<file path="src/rtl/matrix_pkg.sv">
// Shared geometry and colour encoding for the two-colour 8x8 matrix frame.
// Producers and the scan driver both address pixels through pixel_index.
package matrix_pkg;

  localparam int MATRIX_ROWS = 8;
  localparam int MATRIX_COLS = 8;
  localparam int PIX_BITS    = 2;
  localparam int ROW_BITS    = 16;

  localparam logic [1:0] COLOR_OFF   = 2'b00;
  localparam logic [1:0] COLOR_RED   = 2'b01;
  localparam logic [1:0] COLOR_GREEN = 2'b10;
  localparam logic [1:0] COLOR_BOTH  = 2'b11;

  // Position of each colour inside a pixel pair.
  localparam logic COLOR_RED_BIT   = 1'b0;
  localparam logic COLOR_GREEN_BIT = 1'b1;

  localparam logic [0:0] PH_BLANK = 1'b0;
  localparam logic [0:0] PH_DRIVE = 1'b1;

  function automatic logic [6:0] pixel_index(input logic [2:0] r, input logic [2:0] c,
                                             input logic color);
    return 7'(ROW_BITS * int'(r) + PIX_BITS * int'(c) + int'(color));
  endfunction

endpackage

</file>
<file path="src/rtl/scan_row_timer.sv">
// Row slot timer: counts cycles within a row slot, steps the row index and
// flags the frame-start cycle. Held at row 0 / cnt 0 whenever en is low.
module scan_row_timer
  import matrix_pkg::*;
#(
  parameter int ROW_DIV = 1000,
  parameter int BLANK   = 8
) (
  input  logic       clk,
  input  logic       rst,
  input  logic       en,
  output logic [2:0] row,
  output logic [0:0] phase,
  output logic       frame_start
);

  localparam int CNT_W = (ROW_DIV > 1) ? $clog2(ROW_DIV) : 1;

  if (BLANK < 1 || BLANK >= ROW_DIV) begin : g_bad_blank
    $error("scan_row_timer: BLANK must satisfy 1 <= BLANK < ROW_DIV");
  end

  logic [CNT_W-1:0] cnt;

  always_ff @(posedge clk) begin
    if (rst || !en) begin
      cnt <= '0;
      row <= '0;
    end else if (cnt == CNT_W'(ROW_DIV - 1)) begin
      cnt <= '0;
      row <= row + 3'd1;
    end else begin
      cnt <= cnt + CNT_W'(1);
    end
  end

  assign phase       = (cnt < CNT_W'(BLANK)) ? PH_BLANK : PH_DRIVE;
  assign frame_start = en && (cnt == '0) && (row == 3'd0);

endmodule

</file>
<file path="src/rtl/matrix_scan_driver.sv">
// Scans a latched 128-bit red/green frame onto an 8x8 LED matrix, one row per
// slot with a blanking gap; the frame is captured only at frame start.
module matrix_scan_driver
  import matrix_pkg::*;
#(
  parameter int ROW_DIV        = 1000,
  parameter int BLANK          = 8,
  parameter bit ROW_ACTIVE_LOW = 1'b1,
  parameter bit COL_ACTIVE_LOW = 1'b0
) (
  input  logic         clk,
  input  logic         rst,
  input  logic         en,
  input  logic [127:0] matrixData,
  output logic [7:0]   rowSel,
  output logic [7:0]   colR,
  output logic [7:0]   colG,
  output logic         frameSync
);

  localparam logic [7:0] ROW_OFF = ROW_ACTIVE_LOW ? 8'hFF : 8'h00;
  localparam logic [7:0] COL_OFF = COL_ACTIVE_LOW ? 8'hFF : 8'h00;

  logic [2:0]   row;
  logic [0:0]   phase;
  logic         frame_start;
  logic [127:0] fb;
  logic [7:0]   row_d;
  logic [7:0]   col_r_d;
  logic [7:0]   col_g_d;

  scan_row_timer #(
    .ROW_DIV (ROW_DIV),
    .BLANK   (BLANK)
  ) u_timer (
    .clk         (clk),
    .rst         (rst),
    .en          (en),
    .row         (row),
    .phase       (phase),
    .frame_start (frame_start)
  );

  // The only write point for fb, so a frame never changes mid-scan.
  always_ff @(posedge clk) begin
    if (rst) begin
      fb <= '0;
    end else if (frame_start) begin
      fb <= matrixData;
    end
  end

  always_comb begin
    row_d   = ROW_OFF;
    col_r_d = COL_OFF;
    col_g_d = COL_OFF;
    if (en && phase == PH_DRIVE) begin
      row_d = ROW_OFF ^ (8'b1 << row);
      for (int c = 0; c < MATRIX_COLS; c++) begin
        col_r_d[c] = fb[pixel_index(row, 3'(c), COLOR_RED_BIT)] ^ COL_ACTIVE_LOW;
        col_g_d[c] = fb[pixel_index(row, 3'(c), COLOR_GREEN_BIT)] ^ COL_ACTIVE_LOW;
      end
    end
  end

  always_ff @(posedge clk) begin
    if (rst) begin
      rowSel    <= ROW_OFF;
      colR      <= COL_OFF;
      colG      <= COL_OFF;
      frameSync <= 1'b0;
    end else begin
      rowSel    <= row_d;
      colR      <= col_r_d;
      colG      <= col_g_d;
      frameSync <= frame_start;
    end
  end

endmodule

</file>
<file path="config.mk">
export PLATFORM = sky130hd
export DESIGN_NAME = matrix_scan_driver
export DESIGN_NICKNAME = d
export VERILOG_FILES = /design/src/rtl/matrix_pkg.sv /design/src/rtl/scan_row_timer.sv /design/src/rtl/matrix_scan_driver.sv
export SDC_FILE = /design/constraint.sdc
export NUM_CORES = 1
export LEC_CHECK = 0
export ABC_AREA = 1
export ABC_CLOCK_PERIOD_IN_PS = 2400
export CORE_MARGIN = 5
export CORE_UTILIZATION = 40
export CTS_BUF_LIST = sky130_fd_sc_hd__clkbuf_4 sky130_fd_sc_hd__clkbuf_8 sky130_fd_sc_hd__clkbuf_16
export CTS_CLUSTER_DIAMETER = 60
export DETAILED_ROUTE_END_ITERATION = 8
export PLACE_DENSITY = 0.69
export SYNTH_ARGS = -nofsm -noshare
export SYNTH_HDL_FRONTEND = slang
export SYNTH_SLANG_ARGS = --single-unit
</file>
<file path="constraint.sdc">
create_clock -name clk -period 2.4 [get_ports clk]
set_input_delay 0.48 -clock clk [delete_from_list [all_inputs] [get_ports clk]]
set_output_delay 0.48 -clock clk [all_outputs]
set_load 0.01 [all_outputs]
</file>
==> out/metrics.cfg <==
[run_status]
status = complete, no violations

[routing]
vias = 8417
ant_nets = 0
finalWirelength_mm = 24.11
via_per_inst = 4.860
firstDrtPassIters = 5
drc_errors = 0
drtIter0Drc = 743
wire_per_inst_um = 13.92

[pwr]
p_leak_nw = 5.072
peakVddDrop_mv = 0.4517
p_total_mw = 6.798
power.density_nw_per_um2 = 633.3

[grt]
grt-ovfl-total = 0
grt_max_degree = 129
antenna_found_initial = 0
grt_pass1_vias = 7816
grt_pass1_wl_mm = 38.92
grt.total_usage = 0.1944

[timing]
maxSlewViolCount = 0
worst_slew_pin_slew_ps = 761.9
finalHoldViolCount = 0
fin_setup_tns_ps = 0
fin_worst_skew_ps = 8.752
fin_crit_ps = 1815
fin_crit_sh = 0.7563
slew_headroom = 0.4921
rsz0062_at_grt = no
finalSetupViolations = 0
max_freq_ghz = 0.5509

[worst_setup_path]
arrival_ps = 1340
crit_buf_inv = 1
rr_worst_depth = 7
critPathSlowestCell = clkdlybuf4s50_1
endpoint_kind = output pin
critPathTopFamily = buffers and inverters
worstPathRequired_ps = 1920
crit_fanout = 1
max_stage_delay_ps = 550
start_kind = flop
crit_cells = 1
path_class = reg -> out
cp_cell_sequence = clkdlybuf4s50_1

[worst_hold_path]
whs_path_depth = 1
min_path_type = reg -> reg

[synthesis]
syn_avg_cell_area_um2 = 6.354
synth_ff_type = dfxtp_1
synth_edf_count = 0
netlist_instances = 1347
ys_ff_latch = 166
seq_area_frac_synth = 0.3883
yosysTopAreaCell = dfxtp_1
syn_area_um2 = 8558
yosysTopAreaCellShare = 0.3883
yosysWarnings = 0
yosys-top-cells-area = dfxtp_1 39%, nand2_1 11%, nor2_1 11%
synthesis.nets = 1486
async_flop_share = 0
synth_cell_type_count = 20

[die]
top_level_ports = 156
die-height_um = 156.3
rows = 53
fp.dieW_um = 156.3
core_area_um2 = 21020
start_util = 0.4071
die_area_um2 = 24420

[placement]
place_congestion = 0.8297
io_buffers = 155
dp_hpwl_mm = 16.61

[clock_tree]
cts.sinks = 166
clk-insertion-delay-late_ps = 420
ctsHoldBuffers = 0
cts-root-buf = clkbuf_16
cts.htree.levels = 4
path_clk_slew_ps = 60
cts_max_path_buffers = 2
cts_resized = 0
cts_tree = built
post_cts_buffers = 0
cts_buffers = 17

[flow_run]
drv_cap = 0

[layout]
n_antenna_cell = 0
synthToLayoutAreaGrowth_pct = 25.42
drive_gt1_frac = 0.04187
fin_nets = 1583

==> Yosys cell counts (2+ instances only) <==
cell type / n
nand3_1: 187
o21ai_0: 34
inv_2: 2
nor3_1: 2
inv_1: 208
clkbuf_1: 23
buf_2: 22
buf_1: 12
buf_6: 22
ha_1: 8
nor2_1: 250
nor2_4: 2
nand2_1: 254
buf_4: 17
dfxtp_1: 166
nand4_1: 2
a21oi_1: 133
==> path summary, 6_finish.rpt <==
path	start	endpoint	slack, ps
max	colR[7]	colR[7]	580
min	u_timer.cnt[0]	u_timer.cnt[0]	470
min reg2reg	u_timer.cnt[0]	u_timer.cnt[0]	470
max reg2reg	u_timer.row[0]	colR[0]	590
==> metrics by stage <==
stage | util | cell area (um^2) | hold slack, ps | setup slack [ps] | cells
2_1_floorplan | - | 8558 | 430.0 | 409.2 | 1347
5_1_grt | 0.5106 | 10730 | 500.7 | 479.9 | 1732
3_5_place_dp | 0.4819 | 10130 | 458.3 | 299.4 | 1700
4_1_cts | 0.5106 | 10730 | 472.5 | 566.1 | 1732
3_3_place_gp | 0.4819 | 10130 | 444.5 | 317.6 | 1700
6_report | 0.5106 | 10730 | 465.5 | 584.9 | 1732
==> layer usage <==
metal / vias to the layer above / share of wire / GRT usage
li1: 4329 / - / -
met1: 3784 / 0.46 / 0.2662
met2: 271 / 0.45 / 0.3130
met3: 33 / 0.060 / 0.03346
met4: 0 / 0.023 / 0.06198
met5: - / 0 / 0
==> sequential cells by signal (all words and copies together), names as in the netlist <==
signal and cells:
fb 128, u_timer.cnt 10, colG 8, colR 8
rowSel 8, u_timer.row 3, frameSync 1
==> power breakdown <==
| group | internal [mW] | switching [mW] | total (mW) |
|---|---|---|---|
| logic | 0.476 | 0.494 | 0.970 |
| clock network | 1.62 | 1.17 | 2.79 |
| registers | 2.94 | 0.0934 | 3.04 |
==> worst register-to-register path: stages (launching register included) <==
cell     delay [ps]
dfxtp_2         330
buf_4           610
nor2_1          130
nor2_1          100
o21ai_0         150
nand2_1         140
nor2_1           50
nor2_1          210
==> layout make-up <==
type / count / area [um^2]
repair buffers: 174 / 1819
clock inverters: 12 / 143.9
flip-flops and latches: 166 / 3324
multi-input cells: 874 / 3849
clock buffers: 20 / 460.4
well taps: 275 / 344.1
inverters: 211 / 793.3
fillers: 2139 / 10290
==> cell families after synthesis <==
kind of cell / count (synthesis) / share of synthesized area
AND/OR/NAND/NOR: 697 / 0.3357
buffers and inverters: 307 / 0.1646
AO/OA/AOI/OAI: 167 / 0.09766
XOR/XNOR: 2 / 0.002047
flip-flops: 166 / 0.3883
adder cells (fa/ha/maj): 8 / 0.01170
==> layout by cell type, fill, tap and decap left out, types with 2 or more instances in the layout <==
master,count
nand2_1,254
clkbuf_16,17
inv_6,4
clkbuf_8,2
dfxtp_1,165
buf_4,9
nor3_1,2
nor2_4,5
a21oi_1,133
o21ai_0,34
nor2_1,247
nand3_1,187
ha_1,8
bufinv_16,2
clkdlybuf4s50_1,155
nand4_1,2
inv_1,206
clkinvlp_4,3
buf_12,10
inv_2,3
clkinv_4,3
Note: power is estimated with default switching activity, not from simulation.
